File: src/rtl/dff_bank_arbiter_if.sv
// Bus between the requesters and dff_bank_arbiter: request/data in, grant/ack and shared register out.
// Parameters NREQ and WIDTH must match the arbiter instance that binds the slave modport.
interface dff_bank_arbiter_if #(
  parameter int NREQ  = 4,
  parameter int WIDTH = 8
);
  // Handshake: requester i raises req[i] with data_in[i*WIDTH +: WIDTH] and holds both stable
  // until it sees ack with gnt[i]; it drops req on the following cycle. A req still high when
  // the arbiter is idle is treated as a new request. gnt is one-hot and ack is a one-cycle pulse.
  logic [NREQ-1:0]       req;
  logic [NREQ*WIDTH-1:0] data_in;
  logic [NREQ-1:0]       gnt;
  logic                  ack;
  logic                  busy;
  logic [WIDTH-1:0]      q;
  logic [WIDTH-1:0]      qb;

  modport master (output req, data_in, input gnt, ack, busy, q, qb);
  modport slave  (input req, data_in, output gnt, ack, busy, q, qb);
endinterface

File: src/rtl/dff_bank_arbiter.sv
// Round-robin write arbiter in front of one shared WIDTH-bit register (q/qb), three cycles per write.
// Define DFF_ARB_FIXED_PRIORITY_EN to replace round-robin with lowest-index-wins priority.
module dff_bank_arbiter #(
  parameter int NREQ  = 4,
  parameter int WIDTH = 8
) (
  input  logic                clk,
  input  logic                rst,
  dff_bank_arbiter_if.slave   bus,
  output logic [1:0]          dbg_state_o
);
  localparam int PW = $clog2(NREQ);

  localparam logic [1:0] S_IDLE  = 2'd0;
  localparam logic [1:0] S_GRANT = 2'd1;
  localparam logic [1:0] S_ACK   = 2'd2;

  logic [1:0]       state_q, state_d;
  logic [NREQ-1:0]  gnt_q, gnt_d;
  logic             ack_q, ack_d;
  logic [WIDTH-1:0] q_q, q_d;
  logic [PW-1:0]    ptr_q, ptr_d;
  logic [PW-1:0]    win_q, win_d;

  logic [PW-1:0]    pick;
  logic             req_w;
  logic [WIDTH-1:0] data_w;

`ifdef DFF_ARB_FIXED_PRIORITY_EN
  always_comb begin : arbitrate
    pick = '0;
    for (int i = NREQ - 1; i >= 0; i--) begin
      if (bus.req[i]) pick = PW'(i);
    end
  end
`else
  // Search starts just after the last served requester and wraps around.
  always_comb begin : arbitrate
    logic found;
    pick  = '0;
    found = 1'b0;
    for (int k = 1; k <= NREQ; k++) begin
      if (!found && bus.req[(int'(ptr_q) + k) % NREQ]) begin
        pick  = PW'((int'(ptr_q) + k) % NREQ);
        found = 1'b1;
      end
    end
  end
`endif

  always_comb begin : winner_mux
    req_w  = 1'b0;
    data_w = '0;
    for (int i = 0; i < NREQ; i++) begin
      if (win_q == PW'(i)) begin
        req_w  = bus.req[i];
        data_w = bus.data_in[i*WIDTH +: WIDTH];
      end
    end
  end

  always_comb begin : next_state
    state_d = state_q;
    gnt_d   = gnt_q;
    ack_d   = 1'b0;
    q_d     = q_q;
    ptr_d   = ptr_q;
    win_d   = win_q;
    case (state_q)
      S_IDLE: begin
        gnt_d = '0;
        if (|bus.req) begin
          win_d   = pick;
          gnt_d   = NREQ'(1) << pick;
          state_d = S_GRANT;
        end
      end
      S_GRANT: begin
        // A withdrawn request abandons the slot without touching the register or the pointer.
        if (req_w) begin
          q_d     = data_w;
          ack_d   = 1'b1;
          state_d = S_ACK;
        end else begin
          gnt_d   = '0;
          state_d = S_IDLE;
        end
      end
      S_ACK: begin
        ptr_d   = win_q;
        gnt_d   = '0;
        state_d = S_IDLE;
      end
      default: begin
        gnt_d   = '0;
        state_d = S_IDLE;
      end
    endcase
  end

  always_ff @(posedge clk or negedge rst) begin
    if (!rst) begin
      state_q <= S_IDLE;
      gnt_q   <= '0;
      ack_q   <= 1'b0;
      q_q     <= '0;
      ptr_q   <= PW'(NREQ - 1);
      win_q   <= '0;
    end else begin
      state_q <= state_d;
      gnt_q   <= gnt_d;
      ack_q   <= ack_d;
      q_q     <= q_d;
      ptr_q   <= ptr_d;
      win_q   <= win_d;
    end
  end

  assign bus.gnt     = gnt_q;
  assign bus.ack     = ack_q;
  assign bus.busy    = (state_q != S_IDLE);
  assign bus.q       = q_q;
  assign bus.qb      = ~q_q;
  assign dbg_state_o = state_q;
endmodule

File: src/flat_wrapper.sv
// flat-port wrapper written by rule: the top's interface ports become plain ports
module dff_bank_arbiter_flat 
#(
  parameter int NREQ  = 4,
  parameter int WIDTH = 8
)
  (clk, rst, dbg_state_o, bus_req, bus_data_in, bus_gnt, bus_ack, bus_busy, bus_q, bus_qb);
  dff_bank_arbiter_if #(.NREQ(NREQ), .WIDTH(WIDTH)) bus_i ();
  input  logic clk;
  input  logic rst;
  output logic [1:0] dbg_state_o;
  input wire logic [$bits(bus_i.req)-1:0] bus_req;
  input wire logic [$bits(bus_i.data_in)-1:0] bus_data_in;
  output wire logic [$bits(bus_i.gnt)-1:0] bus_gnt;
  output wire logic [$bits(bus_i.ack)-1:0] bus_ack;
  output wire logic [$bits(bus_i.busy)-1:0] bus_busy;
  output wire logic [$bits(bus_i.q)-1:0] bus_q;
  output wire logic [$bits(bus_i.qb)-1:0] bus_qb;
  assign bus_i.req = bus_req;
  assign bus_i.data_in = bus_data_in;
  assign bus_gnt = bus_i.gnt;
  assign bus_ack = bus_i.ack;
  assign bus_busy = bus_i.busy;
  assign bus_q = bus_i.q;
  assign bus_qb = bus_i.qb;
  dff_bank_arbiter #(.NREQ(NREQ), .WIDTH(WIDTH)) u_core (.clk(clk), .rst(rst), .bus(bus_i), .dbg_state_o(dbg_state_o));
endmodule
File: config.mk
export PLATFORM = sky130hd
export DESIGN_NAME = dff_bank_arbiter_flat
export DESIGN_NICKNAME = d
export VERILOG_FILES = /design/src/rtl/dff_bank_arbiter_if.sv /design/src/rtl/dff_bank_arbiter.sv /design/src/flat_wrapper.sv
export SDC_FILE = /design/constraint.sdc
export NUM_CORES = 1
export LEC_CHECK = 0
export CORE_MARGIN = 3
export CORE_UTILIZATION = 40
export CTS_CLUSTER_SIZE = 20
export DETAILED_ROUTE_END_ITERATION = 16
export PLACE_DENSITY = 0.85
export SLEW_MARGIN = 25
export SYNTH_ARGS = -nofsm -noshare
export SYNTH_HDL_FRONTEND = slang
export SYNTH_SLANG_ARGS = --single-unit
File: constraint.sdc
create_clock -name clk -period 3.6 [get_ports clk]
set_input_delay 0.54 -clock clk [delete_from_list [all_inputs] [get_ports clk]]
set_output_delay 0.54 -clock clk [all_outputs]
set_load 0.02 [all_outputs]
* After elaboration in Yosys (flattened, before gate mapping)
Cells that the tools add are included.
Word-level totals: flip-flop bits (word level) 19, bits of input ports 38, output and inout bits 24, word-level logic and storage cells 78
Operators by class: add/sub/neg operators 4, order comparisons 4, equal/unequal tests 7, shift operators 1, mux-type cells 35, bitwise operators 5, reductions and logical operators 16
Operators by type and width (count):
- $mux W8 | 4
- $mux W1 | 17
- $lt A3 B4 Y1 const B | 4
- $mux W2 | 6
- $bmux W1 S2 | 4
- $mux W4 | 2
- $not A8 Y8 | 1
- $pmux W4 S2 | 1
- $reduce_or A2 Y1 | 4
- $eq A2 B2 Y1 const B | 3
- $add A2 B1 Y2 const B | 2
- $add A2 B2 Y2 const B | 2
- $and A1 B1 Y1 const A | 4
- $eq A2 B1 Y1 const B | 2
- $logic_not A2 Y1 | 2
- $pmux W2 S2 | 1
- $reduce_and A2 Y1 | 2
- $reduce_or A4 Y1 | 1
- $shl A1 B2 Y4 const A | 1
- $logic_and A1 B1 Y1 | 3
- $logic_not A1 Y1 | 3
- $ne A2 B1 Y1 const B | 1
- $ne A2 B2 Y1 const B | 1
- $reduce_bool A2 Y1 | 1

* Logic depth before layout (Yosys ltp)
depth after elaboration 19, mapped depth 5, gate-level depth less buffers 4

* Worst setup path before layout
Ideal clock, no wire load.
path kind in2reg, from in bus_req[0], to reg u_core.q_q[3] (netlist: u_core.bus.q[3]), arrival 1.645 ns, required time 3.473 ns, setup slack 1.828 ns, cell stages on the path 5, path buffers 1, cells stage by stage nor2b_1 a211oi_1 a2111oi_4 buf_6 mux2_1
Between the ends: cells in the longest elaborated chain, start to end 5
RTL lines:
- start, declared | RTL line flat_wrapper.sv:12 | input wire logic [$bits(bus_i.req)-1:0] bus_req;
- $mux W1 (4 in a row) | RTL line dff_bank_arbiter.sv:55 | if (win_q == PW'(i)) begin
- $reduce_and A2 Y1 (no source line)
- end signal, assigned | RTL line dff_bank_arbiter.sv:113 | q_q <= q_d;
- end, declared | RTL line dff_bank_arbiter.sv:21 | logic [WIDTH-1:0] q_q, q_d;
Every way passes these cells. A chain may end at the register's enable or synchronous reset.

* Worst setup path in the final report
from in bus_req[0], to reg u_core.q_q[2] (netlist: u_core.bus.q[2])
The elaborated chain is that of the path after synthesis.

==> results_dict.tcl <==
set metrics [dict create \
    n_antenna_cell 0 \
    clkTransAtPathRegs_ns 0.11 \
    leakage_nw 0.6929 \
    whs_ns 0.5018 \
    powerDensity_nw_per_um2 822.8 \
    critPathMaxFanout 13 \
    period_share 0.6570 \
    num_rows 17 \
    routedWlPerCell_um 15.69 \
    core_um2 2361 \
    netSwitchingFraction 0.4046 \
    io_pins 62 \
    die_y_um 57.29 \
    arrival_ns 2.55 \
    cts_resized 0 \
    grt_max_degree 20 \
    internal_power_mw 0.8354 \
    drv_slew 0 \
    drtIter0Drc 9 \
    cts_tree "built" \
    cp_cell_sequence "clkdlybuf4s50_1 -> nor2b_1 -> a211oi_1 -> a2111oi_4 -> mux2_2" \
    peakVddDrop_mv 0.6335 \
    synth_fp_nets 117 \
    cts_sinks 19 \
    synthArstFlopShare 1.000 \
    worst_pin_slew_ns 0.8411 \
    portBuffers 61 \
    htree_levels 1 \
    clockBufferDepth 2 \
    finClkSkew_ns 0.001973 \
    vias 874 \
    synth_top_area_cell "dfrtp_1" \
    track_usage 0.1744 \
    clock_latency_ns 0.29 \
    hold_path_end "u_core.bus.gnt[2]" \
    rsz0062_at_grt "false" \
    fmax_mhz 422.8 \
    fin_cells 169 \
    rr_startpoint "u_core.win_q[0]" \
    dp_hpwl_mm 2.211 \
    p_comb_frac 0.600 \
    whs_path_depth 1 \
    critical_path.endpoint_type "flip-flop" \
    p_clk_frac 0.075 \
    cts_buffers 3 \
    first_global_vias 945 \
    fin_tns_setup_ns 0 \
    holdCritStartpoint "u_core.bus.gnt[2]" \
    syn_avg_cell_area_um2 13.32 \
    hold_viol 0 \
    crit_type "in2reg" \
    max_stage_delay_ns 0.82 \
    vias_per_cell 5.172 \
    design_area_um2 1705 \
    start_kind "primary input" \
    syn_inst 79 \
    finalSetupViolCount 0 \
    dpl_cell_area_um2 1678 \
    ys_ff_latch 19 \
    hp-class "reg2reg" \
    initial_core_util 0.4457 \
    dp.cells 165 \
    drt_wl_total_mm 2.652 \
    power.net_switching_mw 0.5677 \
    synth-edff-count 0 \
    slowest_stage "a2111oi_4" \
    p_seq_frac 0.325 \
    synth.distinct_cells 28 \
    drt_pass1_iterations 4 \
    syn_to_final_growth_pct 62.07 \
    cts-root-buf "clkbuf_4" \
    finish.utilization 0.7223 \
    grt_pass1_wl_mm 4.464 \
    design.die.area_um2 3282 \
    r2r_end "u_core.bus.q[2]" \
    grt_overflow 0 \
    status "complete, no violations" \
    cp.required_ns 3.78 \
    reg2reg_depth 3 \
    synth_top_area_share 0.4043 \
    antenna_found_initial 0 \
    max_slew_margin 0.4393 \
    max_cap_viol_count 0 \
    critPathTopFamily "compound AO/OA/AOI/OAI gates" \
    reg2reg_setup_slack_ns 1.27 \
    layout.nets 180 \
    layout-drive-gt1-share 0.1631 \
    drtAntennaViolNets 0 \
    finalCriticalPeriod_ns 2.365 \
    seq_area_frac_synth 0.4542 \
    drc 0 \
    syn-cell-area_um2 1052 \
    post-cts-setup-buffer-count 0 \
    synth_area_leaders "dfrtp_1, mux4_2, mux2_2" \
    ys_warn_count 0 \
    cp.buffers_inverters 1 \
    ys.flop_type "dfrtp_1" \
    holdBufCountCts 0 \
    gp_congestion 0.8189 \
    fp.dieW_um 57.29 \
]
## power by group through the flow
stage                     sequential (mW)  combinational (mW)  clock [mW]
after floorplan                     0.500               0.439           0
after global placement              0.462               0.831           0
after detailed placement            0.463               0.849           0
after CTS                           0.459               0.853       0.111
after global routing                0.485               0.898       0.119
final                               0.456               0.842       0.105
## flip-flops by register name (all words and copies together) (netlist names)
register and cells:
u_core.win_q 2, u_core.bus.gnt 4, u_core.ptr_q 2, u_core.dbg_state_o 2, u_core.bus.q 8, u_core.bus.ack 1
## how the worst max path moves through the flow
stage               startpoint               to  slack [ns]  cells after the start
5_1_grt        u_core.win_q[0]  u_core.bus.q[2]        0.99                      3
3_3_place_gp        bus_req[0]  u_core.bus.q[1]         1.0                      5
4_1_cts        u_core.win_q[0]  u_core.bus.q[2]        1.21                      3
2_1_floorplan       bus_req[0]  u_core.bus.q[3]        1.83                      5
6_report            bus_req[0]  u_core.bus.q[2]        1.23                      5
3_5_place_dp        bus_req[0]  u_core.bus.q[2]        0.91                      5
## cells in the mapped netlist (all sizes together), types with 2 or more instances
| master | instances |
|---|---|
| dfrtp | 17 |
| mux2 | 11 |
| inv | 9 |
| mux4 | 8 |
| buf | 3 |
| nand2 | 3 |
| nand2b | 3 |
| nor2b | 3 |
| a2111oi | 2 |
| a21oi | 2 |
| dfstp | 2 |
| mux2i | 2 |
| o2bb2ai | 2 |
| or2 | 2 |
## worst register-to-register path, cell delays in order (launching register included)
cell	delay [ns]
dfrtp_1	0.79
a211oi_1	0.18
a2111oi_4	0.82
mux2_2	0.42
## metrics by stage
stage	setup WS, ns	total power, mW
after floorplan	1.828	0.9392
after global placement	0.9981	1.293
after global routing	0.9915	1.503
after detailed placement	0.9097	1.312
final	1.235	1.403
after CTS	1.207	1.423
## cell families (layout without fill, tap and decap cells)
logic type | after synthesis | in the layout | synth area share
multiplexers | 21 | 21 | 0.3080
buffers and inverters | 12 | 74 | 0.05112
flip-flops | 19 | 19 | 0.4542
AO/OA/AOI/OAI | 12 | 12 | 0.1058
AND/OR/NAND/NOR | 15 | 15 | 0.08085
## cell type report
type / instances / area (um^2)
Sequential cell: 19 / 478.0
Clock buffer: 3 / 22.52
Inverter: 9 / 33.78
Tap cell: 28 / 35.03
Clock inverter: 1 / 5.005
Fill cell: 186 / 655.6
Timing Repair Buffer: 61 / 610.6
Multi-Input combinational cell: 48 / 520.5
## routing by layer
metal	GRT usage	vias up	wire length, um
li1	-	422	-
met1	0.2069	421	1038
met2	0.3279	31	1428
met3	0.03846	0	185
met4	0.02318	0	0
met5	0	-	0
## cells in the final DEF, fill, tap and decap left out, drive strengths merged, types with 2 or more instances in the layout
master	n
o2bb2ai	2
clkdlybuf4s50	61
clkbuf	3
mux4	8
nor2b	3
nand2b	3
dfstp	2
mux2	11
inv	9
mux2i	2
a2111oi	2
or2	2
dfrtp	17
a21oi	2
nand2	3
Power figures use the tool's default switching activity.
